## config.mk

```make
export PLATFORM = sky130hd
export DESIGN_NAME = mem_arbiter
export DESIGN_NICKNAME = d
export VERILOG_FILES = /design/src/rtl/mem_arb_pkg.sv /design/src/rtl/mem_arbiter_rr.sv /design/src/rtl/mem_arbiter.sv
export SDC_FILE = /design/constraint.sdc
export NUM_CORES = 1
export LEC_CHECK = 0
export CAP_MARGIN = 30
export CORE_MARGIN = 4
export CORE_UTILIZATION = 30
export CTS_CLUSTER_DIAMETER = 30
export DETAILED_ROUTE_END_ITERATION = 12
export HOLD_SLACK_MARGIN = 0.02
export PLACE_DENSITY = 0.62
export RECOVER_POWER = 25
export SYNTH_ARGS = -nofsm -noshare
export SYNTH_HDL_FRONTEND = slang
export SYNTH_HIERARCHICAL = 1
export SYNTH_SLANG_ARGS = --single-unit
```

## constraint.sdc

```tcl
create_clock -name clk -period 4.32 [get_ports clk]
set_clock_uncertainty 0.1 [all_clocks]
set_input_delay 1.08 -clock clk [delete_from_list [all_inputs] [get_ports clk]]
set_output_delay 1.08 -clock clk [all_outputs]
set_load 0.005 [all_outputs]
```

## src/rtl/mem_arb_pkg.sv

```systemverilog
// Shared definitions for the memory arbiter: FSM state encoding, lock limit
// and the round-robin pick helper used by rr_arbiter.
package mem_arb_pkg;

    // Widest requester vector the helper supports (NUM_REQ is 2..8).
    localparam int MAX_REQ = 8;

    // Longest run of back-to-back locked transactions before the lock is broken.
    localparam int LOCK_MAX = 16;

    typedef logic [1:0] arb_state_t;

    localparam arb_state_t IDLE   = 2'd0;
    localparam arb_state_t ACCESS = 2'd1;
    localparam arb_state_t DONE   = 2'd2;

    // First set bit of req scanning upward from ptr with wrap-around over n
    // requesters; returns a one-hot vector, or zero when nothing is requested.
    function automatic logic [MAX_REQ-1:0] rr_pick(
        input logic [MAX_REQ-1:0] req,
        input logic [2:0]         ptr,
        input int                 n
    );
        logic [MAX_REQ-1:0] gnt;
        int                 idx;
        gnt = '0;
        // Scan from the far end back towards ptr so the closest hit wins.
        for (int i = MAX_REQ - 1; i >= 0; i--) begin
            if (i < n) begin
                idx = (int'(ptr) + i) % n;
                if (req[idx]) begin
                    gnt = MAX_REQ'(1) << idx;
                end
            end
        end
        return gnt;
    endfunction

endpackage

```

## src/rtl/mem_arbiter_rr.sv

```systemverilog
// Combinational round-robin picker: one-hot grant from a request vector and
// a priority pointer. Purely combinational so it can be reused elsewhere.
module rr_arbiter
    import mem_arb_pkg::*;
#(
    parameter int NUM_REQ = 2
) (
    input  logic [NUM_REQ-1:0] i_req,
    input  logic [2:0]         i_ptr,
    output logic [NUM_REQ-1:0] o_gnt
);

    // Zero-extend to the helper width and trim the answer back to NUM_REQ.
    assign o_gnt = NUM_REQ'(rr_pick(MAX_REQ'(i_req), i_ptr, NUM_REQ));

endmodule

```

## src/rtl/mem_arbiter.sv

```systemverilog
// Round-robin arbiter sharing one single-port memory between NUM_REQ masters.
// FSM IDLE -> ACCESS -> DONE with registered memory-side address/strobe/data.
// Optional build macro MEM_ARB_LOCK_EN adds lock_i for atomic back-to-back
// sequences by one master (broken after LOCK_MAX transactions).
module mem_arbiter
    import mem_arb_pkg::*;
#(
    parameter int NUM_REQ      = 2,
    parameter int ADDR_W       = 32,
    parameter int DATA_W       = 32,
    parameter int READ_LATENCY = 1
) (
    input  logic                      clk,
    input  logic                      reset_i,
    input  logic [NUM_REQ-1:0]        req_i,
    input  logic [NUM_REQ-1:0]        we_i,
    input  logic [NUM_REQ*ADDR_W-1:0] addr_i,
    input  logic [NUM_REQ*DATA_W-1:0] wdata_i,
    output logic [NUM_REQ-1:0]        ack_o,
    output logic [DATA_W-1:0]         rdata_o,
    output logic [NUM_REQ-1:0]        gnt_o,
    output logic                      busy_o,
    output logic [ADDR_W-1:0]         mem_addr_o,
    output logic                      mem_we_o,
    output logic [DATA_W-1:0]         mem_wdata_o,
    input  logic [DATA_W-1:0]         mem_rdata_i
`ifdef MEM_ARB_LOCK_EN
    ,
    input  logic [NUM_REQ-1:0]        lock_i
`endif
);

    arb_state_t          r_state;
    logic [2:0]          r_ptr;
    logic [2:0]          r_win_idx;
    logic [2:0]          r_cnt;
    logic                r_we;
    logic [NUM_REQ-1:0]  r_gnt;
    logic [NUM_REQ-1:0]  r_ack;
    logic [DATA_W-1:0]   r_rdata;
    logic [ADDR_W-1:0]   r_mem_addr;
    logic                r_mem_we;
    logic [DATA_W-1:0]   r_mem_wdata;

    logic [NUM_REQ-1:0]  w_pick;
    logic [NUM_REQ-1:0]  w_sel;
    logic [2:0]          w_win_idx;
    logic [ADDR_W-1:0]   w_win_addr;
    logic [DATA_W-1:0]   w_win_wdata;
    logic                w_win_we;
    logic [2:0]          w_ptr_next;

    rr_arbiter #(
        .NUM_REQ (NUM_REQ)
    ) u_rr (
        .i_req (req_i),
        .i_ptr (r_ptr),
        .o_gnt (w_pick)
    );

`ifdef MEM_ARB_LOCK_EN
    logic                r_forced;
    logic [4:0]          r_lock_cnt;
    logic [NUM_REQ-1:0]  w_owner_oh;

    // While a lock is being honoured only the previous owner may win.
    assign w_owner_oh = NUM_REQ'(1) << r_win_idx;
    assign w_sel      = r_forced ? (w_owner_oh & req_i) : w_pick;
`else
    assign w_sel = w_pick;
`endif

    // Mux out the winner's index and request fields from the packed buses.
    always_comb begin
        w_win_idx   = '0;
        w_win_addr  = '0;
        w_win_wdata = '0;
        w_win_we    = 1'b0;
        for (int k = 0; k < NUM_REQ; k++) begin
            if (w_sel[k]) begin
                w_win_idx   = 3'(k);
                w_win_addr  = addr_i[k*ADDR_W +: ADDR_W];
                w_win_wdata = wdata_i[k*DATA_W +: DATA_W];
                w_win_we    = we_i[k];
            end
        end
    end

    assign w_ptr_next = (r_win_idx == 3'(NUM_REQ - 1)) ? 3'd0 : r_win_idx + 3'd1;

    // Transaction FSM; async reset aborts any access and drops the write strobe.
    always_ff @(posedge clk or posedge reset_i) begin
        if (reset_i) begin
            r_state     <= IDLE;
            r_ptr       <= '0;
            r_win_idx   <= '0;
            r_cnt       <= '0;
            r_we        <= 1'b0;
            r_gnt       <= '0;
            r_ack       <= '0;
            r_rdata     <= '0;
            r_mem_addr  <= '0;
            r_mem_we    <= 1'b0;
            r_mem_wdata <= '0;
`ifdef MEM_ARB_LOCK_EN
            r_forced    <= 1'b0;
            r_lock_cnt  <= '0;
`endif
        end else begin
            case (r_state)
                IDLE: begin
                    if (|w_sel) begin
                        r_gnt       <= w_sel;
                        r_win_idx   <= w_win_idx;
                        r_we        <= w_win_we;
                        r_mem_addr  <= w_win_addr;
                        r_mem_wdata <= w_win_wdata;
                        r_mem_we    <= w_win_we;
                        r_cnt       <= w_win_we ? 3'd1 : 3'(READ_LATENCY);
                        r_state     <= ACCESS;
                    end
`ifdef MEM_ARB_LOCK_EN
                    else if (r_forced) begin
                        // Locked owner went away: fall back to normal arbitration.
                        r_forced   <= 1'b0;
                        r_lock_cnt <= '0;
                        r_ptr      <= w_ptr_next;
                    end
`endif
                end
                ACCESS: begin
                    // Memory commits a write on the first ACCESS edge only.
                    r_mem_we <= 1'b0;
                    if (r_cnt == 3'd1) begin
                        if (!r_we) begin
                            r_rdata <= mem_rdata_i;
                        end
                        r_ack   <= r_gnt;
                        r_state <= DONE;
                    end else begin
                        r_cnt <= r_cnt - 3'd1;
                    end
                end
                DONE: begin
                    r_ack   <= '0;
                    r_gnt   <= '0;
                    r_state <= IDLE;
`ifdef MEM_ARB_LOCK_EN
                    if (((lock_i & w_owner_oh) != '0) && (r_lock_cnt < 5'(LOCK_MAX - 1))) begin
                        r_forced   <= 1'b1;
                        r_lock_cnt <= r_lock_cnt + 5'd1;
                    end else begin
                        r_forced   <= 1'b0;
                        r_lock_cnt <= '0;
                        r_ptr      <= w_ptr_next;
                    end
`else
                    r_ptr <= w_ptr_next;
`endif
                end
                default: begin
                    r_state <= IDLE;
                end
            endcase
        end
    end

    assign ack_o       = r_ack;
    assign rdata_o     = r_rdata;
    assign gnt_o       = r_gnt;
    assign busy_o      = (r_state == ACCESS) || (r_state == DONE);
    assign mem_addr_o  = r_mem_addr;
    assign mem_we_o    = r_mem_we;
    assign mem_wdata_o = r_mem_wdata;

endmodule

```

# Word level (Yosys, flattened, before mapping)
# Cells that the tools add are included.
# Widths: inputs -> output; s select.
# totals
reg_bits	109
latch_bits	0
ram_bits	0
rom_bits	0
inputBits	166
output_inout_bits	102
memories	0
# classes
add_sub_neg	3
mul	0
div_mod_pow	0
magnitude_cmp	2
n_eq_ne	7
shifts	2
muxes	27
bitwise_logic	2
reduce_logical	13
# ops
operator	n
$mux 32	4
$shl 1x32->2 const A	1
$mux 2	6
$pmux 2 s2	3
$reduce_and 2->1	5
$mux 1	9
$mux 3	2
$ne 2x2->1 const B	3
$pmux 3 s2	1
$reduce_and 3->1	2
$reduce_bool 2->1	3
$lt 2x5->1 const B	1
$lt 1x4->1 const B	1
$eq 3x1->1 const B	1
$sub 3x1->3 const B	1
$add 1x1->1 const B	2
$bmux 1 s2	1
$eq 2x1->1 const B	1
$eq 2x2->1 const B	1
$logic_not 2->1	1
$pmux 1 s2	1
$reduce_or 2->1	1
$shl 1x1->2 const A	1
$and 1x1->1 const A	1
3 further kinds	3

# Depth between registers and ports, before layout
# Gate-level depths: netlist of run 1.
# logic_depth
ltp_word	11
ltp_mapped	8
depth_no_buf	5

# Hierarchy
# The synthesis of run 1 kept the hierarchy.
# by_module_without_submodules
module	n_inst	cells_per_inst	area_per_inst_um2
mem_arbiter	1	397	5046.1
rr_arbiter	1	3	18.8

# Worst setup path before layout of run 1
# Ideal clock, no wire load.
# synth_path
kind	input to register
start	input req_i[1]
end	register r_mem_addr[27] (netlist: mem_addr_o[27])
setup_time_ns	0.137
t_arrival_ns	2.108
required_time_ns	4.083
setup_slack_ns	1.975
cell_stages	6
n_path_buf	2
path_cell_list	a21boi_1 > buf_2 > nand2_1 > buf_2 > o22ai_1 > a21oi_1
# synth_between
elab_chain_cells	7
word_cells_on_any_way	11
# synth_rtl
item	line_no	source
from (decl)	mem_arbiter.sv:15	input logic [NUM_REQ-1:0] req_i,
$bmux 1 s2	mem_arb_pkg.sv:31	if (req[idx]) begin
$mux 1 (not written as such) (2 in series)	mem_arb_pkg.sv:31	
$mux 2	mem_arb_pkg.sv:31	
$mux 2 (*)	mem_arb_pkg.sv:31	
$mux 32 / $reduce_or 2->1 (equally long branches)	mem_arbiter.sv:80, mem_arbiter.sv:112	
$mux 32 / $reduce_and 2->1 (equally long branches)	--	
to (signal assigned)	mem_arbiter.sv:116	r_mem_addr <= w_win_addr;
to (decl)	mem_arbiter.sv:41	logic [ADDR_W-1:0] r_mem_addr;
# Every way passes the cells marked *; elsewhere a longest branch is shown, timed or not. The select of a mux whose other input is x is not followed.
# A chain may end at the register's enable or synchronous reset.

==> results of run 1 <==
[state kept, by name (all words and copies together), names as in the netlist]
name         cells
ack_o            2
gnt_o            2
mem_addr_o      32
mem_wdata_o     32
mem_we_o         1
r_cnt            3
r_ptr            1
r_state          2
r_we             1
r_win_idx        1
rdata_o         32
[cells in the final DEF (no fill, tap or decap), types with 2 or more instances in the layout]
| master | instances |
|---|---|
| a21oi_1 | 16 |
| a22o_1 | 103 |
| buf_4 | 6 |
| bufinv_16 | 2 |
| clkbuf_16 | 9 |
| clkdlybuf4s50_1 | 266 |
| dfrtp_1 | 109 |
| ha_1 | 6 |
| inv_1 | 9 |
| inv_4 | 2 |
| mux2_2 | 4 |
| mux2_4 | 30 |
| mux2i_1 | 3 |
| nand2_1 | 8 |
| nand3_1 | 2 |
| nand3b_1 | 14 |
| nor2_1 | 2 |
| nor3_1 | 2 |
| o21ai_0 | 20 |
| o22ai_1 | 17 |
[worst min-delay path by stage]
stage                 start       end  slack, ns  cells after the start
2_1_floorplan  r_win_idx[0]  r_ptr[0]       0.33                      1
6_report       r_win_idx[0]  r_ptr[0]       0.35                      1
4_1_cts        r_win_idx[0]  r_ptr[0]       0.35                      1
3_5_place_dp   r_win_idx[0]  r_ptr[0]       0.34                      1
5_1_grt        r_win_idx[0]  r_ptr[0]       0.41                      1
3_3_place_gp   r_win_idx[0]  r_ptr[0]       0.34                      1
[layout make-up]
type	count	area, sq um
inverter	11	46.29
fill	1476	8358
sequential	109	2728
timing repair buffer	274	2723
clock buffer	11	242.7
multi-input combinational	242	2138
clock inverter	4	72.57
tap	220	275.3
[through the flow]
step	worst slack, ns	util [%]	power (mW)	cells
finish	1.172	49.60	5.444	871
global placement	1.025	47.79	4.521	856
global route	0.7634	49.60	5.809	871
CTS	1.314	49.69	5.528	871
floorplan	0.2661	-	3.175	399
detailed placement	0.9454	47.79	4.594	856
[worst register-to-register path, cell delays in order (launching register included)]
cell     delay [ns]
dfrtp_1        0.41
inv_1          0.16
ha_4           0.62
buf_4          0.46
o21ai_4        0.08
buf_4          0.30
a22o_1         0.37
[report_power, final]
group | total [mW] | switching, mW | internal [mW] | leakage [nW]
clock network | 0.893 | 0.372 | 0.521 | 0.152
registers | 1.83 | 0.306 | 1.52 | 1.33
logic | 2.72 | 1.05 | 1.67 | 1.95
total | 5.44 | 1.73 | 3.71 | 3.43
[metal layers]
layer / global-route usage, % / vias up
li1: - / 2017
met4: 6.422 / 0
met2: 26.19 / 203
met1: 19.77 / 2119
met3: 4.608 / 25
met5: 0 / -
==> run metrics, run 1 <==
status=complete, no violations; post-route ant nets=0; minimum hold slack=about 0.35 ns; fin crit share=about 73%; area grow syn2layout=62.52%; Initial Util=between 30% and 40%; final instance area=a little over 0.008 sq mm; Final setup viols=0; die area=between 0.015 and 0.02 sq mm; Worst setup SP type=primary input; Die W=between 100 and 150 microns; Post-route DRC=0; wire per inst=roughly 18 microns; share of cells above drive strength 1=about a tenth; leak pwr=about 3.4 nW; Met3 Wirelength=around 1400 microns; Largest delay share family, worst path=buffers and inverters; R2R depth=6; Max Cap Violations=0; IO Port Bufs=around 270; GP Congestion=around 0.75; clock-pin transition on the worst setup and hold timing paths=around 0.07 ns; Cells after Synth=approximately 400; Power Dens Cells=between 600 and 700 mW/mm^2; Core Area=approximately 0.017 sq mm; Rel. slew slack=20.67%; n_diodes=0; residual overflow from global routing=0; Clock Tree Buf Depth=2; endpoint class of the critical path=asynchronous set/reset pin; clk root buf=clkbuf_16; CTS tree=built; Setup Fix Bufs, Post-CTS=0; CTS Buf Count=9; routed via count divided by cell count=roughly 5; hold_buf cts=0; unrepaired setup endpoints after global routing=false; M1 wire length=6513 microns; highest routed metal layer=met4; post-CTS sizing=0; Sink Count=roughly 110; htree depth=3; CP max stage delay=1.00 ns; Die Ht=roughly 140 microns; Post-DP Area=0.007925 sq mm; type of the worst setup path=in -> async; CP max-delay cell=clkbuf_2; Worst R2R End=mem_addr_o[1]; worst-margin pin slew=1.190 ns; Post-Syn Area=~0.0051 sq mm; final-report max-slew violation count=0; Avg Cell Area, Syn=around 13 sq um; Required @ worst endpoint=between 4 and 5 ns; cells along the critical path=dlygate4sd3_1 > inv_4 > clkbuf_2; Max FO, Critical Path=63; Detail Placement HPWL=11370 microns; worst skew pair latency=approximately 0.34 ns; Synth Warn #=6; crit path from=reset_i; largest net degree at the start of global routing=between 60 and 70; Fmax=317.7 MHz; DRT Pass-1 Iters=4; Hold Crit Class=reg -> reg; drt initial violations=approximately 180; setup TNS=0 ns; final net count=between 800 and 900; antenna violations before repair=0; CP Depth=3; Worst VDD drop=about 0.25 mV; row count=47; Ports=between 200 and 300; Syn Nets=about 570; WP data arrival=around 3.3 ns; setup slack, reg-to-reg=between 1.5 and 2 ns; Hold Vio Cnt, Final=0; total number of vias=around 4400; Tmin final=between 3 and 4 ns; r2r startpoint=r_state[0]; worst path bufs/invs=3; vias in the first global route=4632; gr usage total=~16%; first-pass GRT wire length=about 24000 microns; met2 WL=about 7500 microns; final wirelength=roughly 16000 microns; Critical Path End=r_state[1]
Power figures use the tool's default switching activity.
==> run 2, diff against run 1 <==
--- a/config.mk
+++ b/config.mk
@@ -11,7 +11,7 @@
 export CTS_CLUSTER_DIAMETER = 30
 export DETAILED_ROUTE_END_ITERATION = 12
 export HOLD_SLACK_MARGIN = 0.02
-export PLACE_DENSITY = 0.62
+export PLACE_DENSITY = 0.64
 export RECOVER_POWER = 25
 export SYNTH_ARGS = -nofsm -noshare
 export SYNTH_HDL_FRONTEND = slang
==> constraint.sdc (replaced) <==
create_clock -name clk -period 2.85 [get_ports clk]
set_clock_uncertainty 0.1 [all_clocks]
set_input_delay 0.7125 -clock clk [delete_from_list [all_inputs] [get_ports clk]]
set_output_delay 0.7125 -clock clk [all_outputs]
set_load 0.005 [all_outputs]
==> run 2 against run 1 <==
  * Wire length down 1.7%
  * Register-to-register slack worse by 1.0 ns
  * Clock power up 32%
  * Die area unchanged
  * Clock-buffer cell count down 1
  * Largest power group unchanged
==> run metrics, run 2 (synthesized netlist as in run 1, its figures left out) <==
row count=47; commonest cells after routing, fill and taps aside=clkdlybuf4s50_1 (266), dfrtp_1 (109), a22o_1 (103), mux2_4 (30), o21ai_0 (20); setup slack, reg-to-reg=0.66 ns; GP Congestion=just over 0.8; Max Cap Violations=0; Final Util=50.06%; Detail Placement HPWL=11490 microns; minimum hold slack=roughly 0.36 ns; Post-route DRC=0; Hold Path Cell Cnt=1; Ports=roughly 270; gr usage total=15.63%; area grow syn2layout=64.03%; Clock Tree Buf Depth=2; Logic pwr share=between 50% and 60%; residual overflow from global routing=0; total number of vias=approximately 4300; clock-pin transition on the worst setup and hold timing paths=around 0.070 ns; endpoint class of the critical path=output port; Power Dens Cells=approximately 980 mW/mm^2; vias in the first global route=between 4000 and 5000; final-report max-slew violation count=0; status=complete, no violations; Initial Util=a little under a third; DRT Pass-1 Iters=5; clk root buf=clkbuf_16; hold_buf cts=0; type of the worst setup path=reg -> out; Tot Pwr=slightly above 8 mW; Core Area=roughly 0.017 sq mm; unrepaired setup endpoints after global routing=false; worst-margin pin slew=a little over 0.9 ns; Switch Pwr=between 2 and 3 mW; Hold Crit Start=r_win_idx[0]; Rel. slew slack=between 30% and 40%; Setup Fix Bufs, Post-CTS=0; Worst VDD drop=between 0.3 and 0.4 mV; Max FO, Critical Path=4; setup TNS=0 ns; post-CTS sizing=0; routed via count divided by cell count=between 4 and 5; Post-DP Area=0.008041 sq mm; fin crit share=a little under nine tenths; sequential share of power=roughly a third; Required @ worst endpoint=2.04 ns; htree depth=3; internal power=about 5.5 mW; final net count=between 800 and 900; crit path from=r_state[0]; Worst R2R End=rdata_o[28]; WP data arrival=about 1.6 ns; first-pass GRT wire length=~23000 microns; wire per inst=between 15 and 20 microns; Switching Share=32.24%; Final setup viols=0; CTS Buf Count=9; IO Port Bufs=around 270; die area=approximately 0.019 sq mm; post-route ant nets=0; WHS Endpoint=r_ptr[0]; R2R depth=6; Die W=137.9 microns; drt initial violations=174; antenna violations before repair=0; leak pwr=between 3 and 4 nW; Fmax=around 400 MHz; final instance area=0.008302 sq mm; CTS tree=built; Die Ht=about 140 microns; worst skew pair latency=roughly 0.34 ns; most common cell after layout, fill and taps aside=clkdlybuf4s50_1; Tmin final=~2.4 ns; n_diodes=0; r2r startpoint=r_state[1]; largest net degree at the start of global routing=52; clock share of power=roughly 14%; final wirelength=around 16000 microns; share of cells above drive strength 1=11.40%; Hold Vio Cnt, Final=0; Hold Crit Class=reg -> reg; Sink Count=between 100 and 150; Worst setup SP type=flip-flop
[run 2: worst max path at each step]
stage                     endpoint  slack, ns  cells after the start
floorplan                 ack_o[0]       0.72                      1
global placement          r_cnt[1]       0.20                      5
detailed placement        r_cnt[1]       0.17                      5
CTS                         busy_o       0.39                      3
global route        mem_addr_o[16]       0.25                      3
finish                      busy_o       0.42                      3
[run 2: layer usage]
layer,GRT usage (%),vias to the layer above,wire length (microns)
met1,19.94,2062,6549
met3,4.173,13,1285
met4,5.708,0,230
met2,25.57,192,7507
li1,-,2036,-
met5,0,-,0
[run 2: area by class of cell]
cell class,instances,area [sq um]
fill,1452,8282
timing repair buffer,281,2840
sequential,109,2728
multi-input combinational,242,2138
tap,220,275.3
clock buffer,10,239.0
inverter,11,45.04
clock inverter,5,36.28
[run 2: power groups by stage]
stage / logic, mW / registers (mW) / clock network [mW]
after global placement: 4.17 / 2.78 / 0
after global routing: 4.54 / 2.88 / 1.28
after detailed placement: 4.25 / 2.80 / 0
after floorplan: 2.03 / 2.79 / 0
final: 4.18 / 2.79 / 1.18
after CTS: 4.25 / 2.79 / 1.23
[run 2: critical path, cell delays in order, from the launching register on]
cell and delay, ns:
dfrtp_1 0.39, inv_1 0.11, ha_4 0.27, clkdlybuf4s50_1 0.50
[run 2: stage by stage]
stage                     setup slack [ns]  std cells
after floorplan                     0.7220        399
after global placement              0.1974        863
after detailed placement            0.1656        863
after CTS                           0.3864        878
after global routing                0.2535        878
final                               0.4232        878
==> run 3, diff against run 2 <==
--- a/config.mk
+++ b/config.mk
@@ -12,7 +12,7 @@
 export DETAILED_ROUTE_END_ITERATION = 12
 export HOLD_SLACK_MARGIN = 0.02
 export PLACE_DENSITY = 0.64
-export RECOVER_POWER = 25
+export RECOVER_POWER = 50
 export SYNTH_ARGS = -nofsm -noshare
 export SYNTH_HDL_FRONTEND = slang
 export SYNTH_HIERARCHICAL = 1
==> constraint.sdc (replaced) <==
create_clock -name clk -period 2 [get_ports clk]
set_clock_uncertainty 0.1 [all_clocks]
set_input_delay 0.5 -clock clk [delete_from_list [all_inputs] [get_ports clk]]
set_output_delay 0.5 -clock clk [all_outputs]
set_load 0.005 [all_outputs]
==> run 3 against run 2 <==
  * Final cell count grew 1.7%
  * Register-to-register slack lost 0.54 ns
  * Non-clock buffer count grew 14
  * Sequential share of layout area shrank 0.76 points
  * Combinational power grew 44%
  * Critical endpoint is now r_cnt[1]
  * Wire length down 0.78%
  * Design area grew 2.4%
==> run metrics, run 3 (synthesized netlist as in run 1, its figures left out) <==
status=complete, no violations; residual overflow from global routing=0; minimum hold slack=0.3421 ns; endpoint class of the critical path=flip-flop; most common cell after layout, fill and taps aside=clkdlybuf4s50_1; Max FO, Critical Path=6; DRT Pass-1 Iters=6; n_diodes=0; drt initial violations=142; commonest cells after routing, fill and taps aside=clkdlybuf4s50_1 (224), dfrtp_1 (109), a22o_1 (103), dlygate4sd3_1 (42), mux2_4 (30); final net count=approximately 840; Clock Tree Buf Depth=2; vias in the first global route=4550; Ports=~270; final worst slack=approximately 0.046 ns; Die W=around 140 microns; Die Ht=~140 microns; Initial Util=30.52%; Required @ worst endpoint=roughly 2.1 ns; Rel. slew slack=a little under half; Max Cap Violations=0; htree depth=3; Detail Placement HPWL=~12000 microns; GP Congestion=about 0.76; final wirelength=roughly 15000 microns; CTS Buf Count=9; Power Dens Cells=1404 mW/mm^2; Largest delay share family, worst path=buffers and inverters; met1 usage=between 10% and 20%; wire per inst=17.30 microns; Post-route DRC=0; post-route ant nets=0; row count=47; antenna violations before repair=0; die area=roughly 0.019 sq mm; total number of vias=between 4000 and 5000; Post-Place Setup Slack=-0.5606 ns; Seq. cell area=0.002728 sq mm; Most Used Layer, Global Route=met2; Post-DP Area=0.008114 sq mm; largest net degree at the start of global routing=64; IO Port Bufs=approximately 270; Hold Crit Class=reg -> reg; type of the worst setup path=in -> reg; M3 GR Usage=3.991%; Final setup viols=0; area grow syn2layout=67.94%; worst-margin pin slew=slightly above 0.8 ns; WP data arrival=roughly 2.1 ns; Hold Vio Cnt, Final=0; Core Area=around 0.017 sq mm; footprint of the multi-input gates=between 0.002 and 0.0025 sq mm; share of cells above drive strength 1=~14%; worst path bufs/invs=2; first-pass GRT wire length=between 20000 and 25000 microns; clk root buf=clkbuf_16; clock-pin transition on the worst setup and hold timing paths=approximately 0.070 ns; routed via count divided by cell count=4.870; Worst setup SP type=primary input; final-report max-slew violation count=0; met2 Use GR=a little over a quarter; leak pwr=roughly 3.6 nW; fill count=around 1400; Final Util=about half; Worst VDD drop=0.6370 mV; setup TNS=0 ns; fin crit share=between 90 and 100%; final instance area=between 0.008 and 0.009 sq mm; worst skew pair latency=0.34 ns; Fmax=511.7 MHz; Sink Count=109; Tmin final=1.954 ns; CTS tree=built; CP max-delay cell=clkdlybuf4s50_1; gr usage total=approximately 15%; CP max stage delay=approximately 0.53 ns; hold_buf cts=0; cells along the critical path=clkdlybuf4s50_1 > a21boi_4 > buf_12 > nor3b_4 > or2_2 > a211o_1
run 3: cell count changes in the layout (fill, tap and decap cells not counted), moves of 2 or more:
cell,change
clkdlybuf4s50_1,-42
dlygate4sd3_1,+41
buf_4,+11
inv_1,-3
buf_12,+2
bufinv_16,+2
clkinvlp_4,-2
inv_2,+2
run 3: worst paths after layout:
path,from,end,slack (ns),cells past startpoint
max reg2reg,r_cnt[1],rdata_o[27],0.12,6
max,req_i[1],r_cnt[1],0.05,6
min,r_win_idx[0],r_ptr[0],0.34,1
min reg2reg,r_win_idx[0],r_ptr[0],0.34,1
min in group asynchronous,reset_i,rdata_o[13],0.77,3
max in group asynchronous,reset_i,mem_wdata_o[4],0.44,3
run 3: repair_timing:
item                       in CTS  in global routing
gates resized for setup         5                  3
setup endpoints to repair      15                 64
pin swaps                       0                  0
buffers inserted                2                  4
run 3: power breakdown:
part | switching (mW) | total, mW | internal [mW]
combinational | 2.34 | 6.04 | 3.70
sequential | 0.645 | 3.93 | 3.28
clock | 0.812 | 1.96 | 1.15
total | 3.79 | 11.9 | 8.13
run 3: cell type report:
class / instances / share of cell area [%]
inverter: 11 / 0.5741
sequential: 109 / 32.09
clock buffer: 10 / 2.812
clock inverter: 6 / 1.104
multi-input combinational: 242 / 25.25
tap: 220 / 3.239
timing repair buffer: 295 / 34.93
run 3: metrics by stage:
stage | power (mW) | cells
final | 11.93 | 893
after detailed placement | 10.17 | 871
after global placement | 10.05 | 871
after floorplan | 6.858 | 399
after global routing | 12.71 | 893
after CTS | 12.23 | 889
run 3: per-layer routing:
metal / wire length, microns / vias to the layer above
met2: 7454 / 168
met1: 6610 / 2112
li1: - / 2055
met5: 0 / -
met4: 192 / 0
met3: 1194 / 14
run 3: worst register-to-register path, cell delays in order, from the launching register on:
cell      delay [ns]
dfrtp_1         0.39
inv_1           0.11
ha_1            0.24
nand2b_4        0.10
nor3_4          0.15
buf_12          0.26
mux2_2          0.41
